==> src/rtl/gomoku_engine.sv <==
// Gomoku placement engine: owns the board, checks each placement for legality,
// then scans the four lines through the new stone at a fixed cost per move.
module gomoku_engine #(
    parameter int BOARD_N     = 8,
    parameter int WIN_LEN     = 5,
    parameter int NUM_PLAYERS = 2,
    localparam int CW         = $clog2(BOARD_N),
    localparam int PW         = 2
) (
    input  logic          clock_i,
    input  logic          resetn_i,
    input  logic          put_i,
    input  logic [CW-1:0] coord_x_i,
    input  logic [CW-1:0] coord_y_i,
    input  logic [CW-1:0] rd_x_i,
    input  logic [CW-1:0] rd_y_i,
    output logic [PW-1:0] rd_cell_o,
    output logic [PW-1:0] turn_o,
    output logic          busy_o,
    output logic          accept_o,
    output logic          reject_o,
    output logic          game_over_o,
    output logic [PW-1:0] winner_o
);

    localparam int CELLS = BOARD_N * BOARD_N;
    localparam int NW    = $clog2(CELLS + 1);
    localparam int LW    = $clog2(2 * WIN_LEN);
    localparam int DW    = $clog2(WIN_LEN + 1);

    typedef enum logic [1:0] {IDLE, SCAN, RESOLVE, OVER} state_t;

    state_t        state_q;
    logic [PW-1:0] board_q [BOARD_N][BOARD_N];
    logic [CW-1:0] px_q, py_q;
    logic [PW-1:0] turn_q, winner_q;
    logic          accept_q, reject_q, gameOver_q;
    logic [NW-1:0] count_q;
    logic [1:0]    dir_q;
    logic          side_q;
    logic [DW-1:0] dist_q;
    logic          alive_q;
    logic [LW-1:0] lineLen_q [4];

    int            dx, dy, tx, ty;
    logic          inRange, runOn, alive_d, win, legal;
    logic [PW-1:0] probe;

    // Cell probed this scan cycle; a side's run dies at the first miss or the edge.
    always_comb begin
        dx = 0;
        dy = 0;
        case (dir_q)
            2'd0:    dy = 1;
            2'd1:    dx = 1;
            2'd2:    begin dx = 1; dy = 1;  end
            default: begin dx = 1; dy = -1; end
        endcase
        if (side_q) begin
            dx = -dx;
            dy = -dy;
        end
        tx      = int'(px_q) + dx * int'(dist_q);
        ty      = int'(py_q) + dy * int'(dist_q);
        inRange = (tx >= 0) && (tx < BOARD_N) && (ty >= 0) && (ty < BOARD_N);
        probe   = '0;
        if (inRange) probe = board_q[tx[CW-1:0]][ty[CW-1:0]];
        runOn   = (dist_q == DW'(1)) ? 1'b1 : alive_q;
        alive_d = runOn && inRange && (probe == turn_q);
    end

    always_comb begin
        win = 1'b0;
        for (int i = 0; i < 4; i++)
            if (int'(lineLen_q[i]) >= WIN_LEN) win = 1'b1;
    end

    always_comb begin
        legal     = 1'b0;
        rd_cell_o = '0;
        if (int'(coord_x_i) < BOARD_N && int'(coord_y_i) < BOARD_N)
            legal = (board_q[coord_x_i][coord_y_i] == '0);
        if (int'(rd_x_i) < BOARD_N && int'(rd_y_i) < BOARD_N)
            rd_cell_o = board_q[rd_x_i][rd_y_i];
    end

    always_ff @(posedge clock_i) begin
        if (!resetn_i) begin
            state_q    <= IDLE;
            for (int i = 0; i < BOARD_N; i++)
                for (int j = 0; j < BOARD_N; j++)
                    board_q[i][j] <= '0;
            px_q       <= '0;
            py_q       <= '0;
            turn_q     <= PW'(1);
            winner_q   <= '0;
            accept_q   <= 1'b0;
            reject_q   <= 1'b0;
            gameOver_q <= 1'b0;
            count_q    <= '0;
            dir_q      <= '0;
            side_q     <= 1'b0;
            dist_q     <= DW'(1);
            alive_q    <= 1'b0;
            for (int i = 0; i < 4; i++) lineLen_q[i] <= '0;
        end else begin
            accept_q <= 1'b0;
            reject_q <= 1'b0;
            case (state_q)
                IDLE: begin
                    if (put_i && legal) begin
                        board_q[coord_x_i][coord_y_i] <= turn_q;
                        px_q     <= coord_x_i;
                        py_q     <= coord_y_i;
                        accept_q <= 1'b1;
                        if (int'(count_q) < CELLS) count_q <= count_q + 1'b1;
                        dir_q    <= '0;
                        side_q   <= 1'b0;
                        dist_q   <= DW'(1);
                        for (int i = 0; i < 4; i++) lineLen_q[i] <= LW'(1);
                        state_q  <= SCAN;
                    end else if (put_i) begin
                        reject_q <= 1'b1;
                    end
                end
                // Step order: direction, then side, then distance; always the full count.
                SCAN: begin
                    alive_q <= alive_d;
                    if (alive_d) lineLen_q[dir_q] <= lineLen_q[dir_q] + 1'b1;
                    if (int'(dist_q) == WIN_LEN - 1) begin
                        dist_q <= DW'(1);
                        side_q <= ~side_q;
                        if (side_q) begin
                            dir_q <= dir_q + 1'b1;
                            if (dir_q == 2'd3) state_q <= RESOLVE;
                        end
                    end else begin
                        dist_q <= dist_q + 1'b1;
                    end
                end
                RESOLVE: begin
                    if (win) begin
                        gameOver_q <= 1'b1;
                        winner_q   <= turn_q;
                        state_q    <= OVER;
                    end else if (int'(count_q) == CELLS) begin
                        gameOver_q <= 1'b1;
                        winner_q   <= '0;
                        state_q    <= OVER;
                    end else begin
                        turn_q  <= (turn_q == PW'(NUM_PLAYERS)) ? PW'(1) : turn_q + 1'b1;
                        state_q <= IDLE;
                    end
                end
                default: ;
            endcase
        end
    end

    assign turn_o      = turn_q;
    assign busy_o      = (state_q == SCAN) || (state_q == RESOLVE);
    assign accept_o    = accept_q;
    assign reject_o    = reject_q;
    assign game_over_o = gameOver_q;
    assign winner_o    = winner_q;

endmodule

==> config.mk <==
export PLATFORM = sky130hd
export DESIGN_NAME = gomoku_engine
export DESIGN_NICKNAME = d
export VERILOG_FILES = /design/src/rtl/gomoku_engine.sv
export SDC_FILE = /design/constraint.sdc
export NUM_CORES = 1
export LEC_CHECK = 0
export BUFFER_PORTS_ARGS = -buffer_cell sky130_fd_sc_hd__buf_2
export CAP_MARGIN = 20
export CORE_MARGIN = 5
export CORE_UTILIZATION = 45
export DETAILED_ROUTE_END_ITERATION = 6
export HOLD_SLACK_MARGIN = 0.08
export PLACE_DENSITY = 0.58
export SETUP_SLACK_MARGIN = 0.1
export SYNTH_ARGS = -nofsm -noshare
export SYNTH_HDL_FRONTEND = slang
export SYNTH_SLANG_ARGS = --single-unit
export TNS_END_PERCENT = 20
==> constraint.sdc <==
create_clock -name clock_i -period 13.7 [get_ports clock_i]
set_input_delay 2.74 -clock clock_i [delete_from_list [all_inputs] [get_ports clock_i]]
set_output_delay 2.74 -clock clock_i [all_outputs]
set_load 0.01 [all_outputs]
# Yosys cells after proc, flatten, opt, wreduce, memory -nomap -nowiden
# Memories as Yosys holds them, arrays and structs flattened. A register that Yosys moved wholly into a read port is not among the register bits.
# Index checks and enable logic that the tools add are counted.
[classes]
multipliers = 2
order_cmp = 13
muxes = 66
n_reduce_logical = 26
bitwise_logic = 12
n_addsub = 9
eq_ne = 14
[ops]
columns = ["operator", "count"]
rows = [
  ["$add 4x32->32", 2],
  ["$ge 32x1->1 const B", 2],
  ["$lt 32x5->1 const B", 2],
  ["$mul 32x4->32", 2],
  ["$mux 32", 2],
  ["$neg 32->32", 2],
  ["$pmux 32 s2", 1],
  ["$mux 16", 3],
  ["$mux 2", 23],
  ["$mux 1", 21],
  ["$mux 4", 5],
  ["$bmux 2 s3", 3],
  ["$ge 4x3->1 const B", 4],
  ["$reduce_or 16->1", 1],
  ["$ge 4x4->1 const B", 3],
  ["$not 3->4", 3],
  ["$mux 3", 3],
  ["$reduce_and 3->1", 3],
  ["$eq 2x2->1 const B", 4],
  ["$ne 2x2->1 const B", 4],
  ["$add 7x1->7 const B", 1],
  ["$eq 7x7->1 const B", 1],
  ["$logic_and 1x1->1", 7],
  ["$lt 7x7->1 const B", 1],
  ["other kinds (25)", 39],
]
[word_totals]
ff_bits = 29
inputBits = 15
out_inout_bits = 10
word_cells = 157
memories = 2
ram_bits = 144
[mem_list]
columns = ["name", "depth", "width", "rd", "rd_ports_with_merged_regs", "wr", "line_no", "text"]
rows = [
  ["board_q", 8, 16, 3, 0, 8, "34", "logic [PW-1:0] board_q [BOARD_N][BOARD_N];"],
  ["lineLen_q", 4, 4, 5, 1, 4, "43", "logic [LW-1:0] lineLen_q [4];"],
]

# Depth between registers and ports, before layout
[logic_depth]
word_depth = 20
depth_mapped = 27
ltp_nobuf = 27

# Least setup slack after synthesis
# OpenSTA, ideal clock, no wires.
[synth_timing]
path_type = "in2out"
startpoint = "input rd_x_i[0]"
endpoint = "output rd_cell_o[0]"
arrival_time_ns = 5.016
required_ns = 10.960
stages = 5
slack_ns = 5.944
path_buffers = 2
cell_sequence = "clkbuf_1 > buf_1 > mux4_2 > mux4_2 > mux4_2"
[synth_via]
elab_chain_cells = 4
[synth_lines]
columns = ["item", "line_no", "text"]
rows = [
  ["from (decl)", "15", "input logic [CW-1:0] rd_x_i,"],
  ["$mem_v2 8x16", "--", ""],
  ["$bmux 2 s3", "84", "rd_cell_o = board_q[rd_x_i][rd_y_i];"],
  ["$mux 2 (not written as such) (2 in a row)", "84", ""],
  ["to (decl)", "17", "output logic [PW-1:0] rd_cell_o,"],
]
# Every way passes these cells. The select of a mux whose other input is x is not followed.

# Worst setup path after layout
# Same ends and word-level chain as after synthesis.

==> impl_metrics.tcl <==
set metrics [dict create \
    fmax_mhz 129 \
    drv_slew 0 \
    dp.final_hpwl_um 31700 \
    post-route-drc-count 0 \
    fin_ws_ns 5.95 \
    area_delta_synth_final_pct 6.15 \
    fin_area_mm2 0.0146 \
    timing.critical_path.fanout_max 27 \
    synth_async_sr_flop_share_pct 0 \
    slew_headroom_pct 35.7 \
    drtIter0Drc 1365 \
    setup_viol 0 \
    post_cts_buffers 0 \
    status "complete, no violations" \
    synth_seq_cells 175 \
    cts_root_buf "clkbuf_16" \
    dpl.cell_count 1720 \
    ir_worst_vdd_uv 88.1 \
    met1Wirelength_um 17300 \
    top_layer "met4" \
    cts_resized 0 \
    worst_pin_slew_ns 0.962 \
    fin_nets 1479 \
    synth_area_mm2 0.0138 \
    utilization_pct 48.1 \
    grt_max_degree 77 \
    hold_buffers 0 \
    diodes 0 \
    synth_top_family_by_area "simple AND/OR/NAND/NOR gates" \
    cts_tree "done" \
    wl_met3_um 4310 \
    whs_ns 0.445 \
    synthAdderAreaFrac_pct 11.8 \
    grt_pass1_vias 11000 \
    dp_slack_ns 5.56 \
    rsz0062_at_grt "false" \
    cellLeakagePower_nw 5.63 \
    fin_crit_sh_pct 56.6 \
    ios 25 \
    dr.pass1.iters 7 \
    hold_class "reg -> reg" \
    start_util_pct 45.3 \
    synth-xor-area-share_pct 1.53 \
    clkTransAtPathRegs_ns 0.07 \
    setup_tns_ns 0 \
    cts_buffers 17 \
    crit_type "in -> out" \
    powerDensity_mw_per_mm2 105 \
    yosysSeqAreaShare_pct 35.9 \
    clock_latency_ns 0.45 \
    wl_per_cell_um 25.1 \
    ant_nets 0 \
    track_usage_pct 26.1 \
    synth-edff-count 144 \
    rows 64 \
    gr-total-overflow 0 \
    placed_area_mm2 0.0140 \
    cp.required_ns 10.96 \
    cp.arrival_ns 5.01 \
    synth_compound_area_share_pct 13.8 \
    yosysWarnings 0 \
    synth_top_area_share_pct 31.4 \
    power_mw 1.53 \
    yosysTopAreaCell "edfxtp_1" \
    syn_nets 1514 \
    max-cap-violations 0 \
    num_vias 11300 \
    cp-end-kind "output pin" \
    synthFlopType "edfxtp_1" \
    ctsHtreeMaxLevel 4 \
    via_per_inst 6.46 \
    die_h_um 185 \
    synthMuxAreaShare_pct 15.3 \
    grt_pass1_wl_um 67300 \
    stdcell_count 1753 \
    cts.sinks 175 \
    syn_inst 1380 \
    synth.area.top_cells "edfxtp_1, mux4_2, ha_1, nor2_1, dfxtp_1" \
    synth_cell_types 83 \
    cts_buffer_depth 2 \
    routed_wl_um 44000 \
    die_w_um 185 \
    hold_violations 0 \
    antenna_found_initial 0 \
    syn_avg_cell_area_um2 9.97 \
    period_needed_ns 7.75 \
    fin_skew_ns 0.0154 \
    routabilityCongestion 0.982 \
    drive_above_1_share_pct 12.5 \
    synth-simple-area-share_pct 16.9 \
    worst_setup_path_start_kind "input pin" \
    core_mm2 0.0303 \
    wl_met2_um 20700 \
    io_buffers 24 \
    dieArea_mm2 0.0342 \
]
logic make-up (layout without fill, tap and decap cells):
logic type / count (synthesis) / in the layout
compound gates: 295 / 295
xor+xnor: 24 / 24
fa+ha+maj: 119 / 119
buf+inv: 156 / 133
flops: 175 / 175
mux: 113 / 113
simple gates: 498 / 498
where the power goes:
group / switching, mW / total [mW] / internal [mW]
registers: 0.0253 / 0.630 / 0.604
logic: 0.259 / 0.424 / 0.165
clock network: 0.236 / 0.474 / 0.239
critical path, stage by stage:
cell and delay (ns):
buf_2 0.22, buf_12 0.28, mux4_2 0.55, mux4_2 0.52
mux4_2 0.53, buf_2 0.16
routing by layer:
layer | vias up | GRT usage (%)
li1 | 5077 | -
met1 | 5492 | 34.4
met2 | 643 | 42.5
met3 | 108 | 5.89
met4 | 0 | 9.45
met5 | - | 0
flip-flops by register name, summed over array words and instances (netlist names), named ones only:
register     count
board_q        128
lineLen_q       16
count_q          7
dist_q           3
px_q             3
py_q             3
dir_q            2
state_q          2
turn_o           2
winner_o         2
accept_o         1
alive_q          1
game_over_o      1
reject_o         1
side_q           1
layout make-up:
| class | instances | area [um^2] |
|---|---|---|
| clock buffer | 18 | 429 |
| clock inverter | 13 | 123 |
| fill | 2801 | 15700 |
| inverter | 69 | 259 |
| multi-input combinational | 1049 | 8160 |
| sequential | 175 | 4940 |
| tap | 396 | 495 |
| timing repair buffer | 33 | 198 |
Yosys cell counts (16+ instances only):
cell type / n
mux4_2: 76
clkbuf_1: 49
fa_1: 18
nand3_1: 23
nand2b_1: 16
nand2_1: 94
mux2i_1: 27
edfxtp_1: 144
buf_2: 22
xnor2_1: 16
nand4_1: 21
nor2b_1: 17
a21oi_1: 50
inv_1: 68
o21ai_0: 112
nor3_1: 20
ha_1: 101
dfxtp_1: 31
nor2_1: 232
path summary, 6_finish.rpt:
check                                                endpoint  depth (start not counted)  slack [ns]             startpoint
worst max-delay path                             rd_cell_o[0]                          6        5.95              rd_x_i[0]
worst min-delay path                     alive_q$_SDFFE_PN0P_                          2        0.45   alive_q$_SDFFE_PN0P_
worst max register to register  lineLen_q[0][1]$_SDFFCE_PN0P_                         26        6.82  dir_q[0]$_SDFFE_PN0P_
worst min register to register           alive_q$_SDFFE_PN0P_                          2        0.45   alive_q$_SDFFE_PN0P_
layout by cell type, fill, tap and decap left out, drive strengths merged, types with 27 or more instances in the layout:
master  synthesis  routed
nor2          232     232
edfxtp        144     144
o21ai         119     119
ha            101     101
nand2          95      95
mux4           76      76
inv            69      76
a21oi          50      50
buf            38      32
dfxtp          31      31
mux2i          27      27
(Power assumes the default switching activity.)
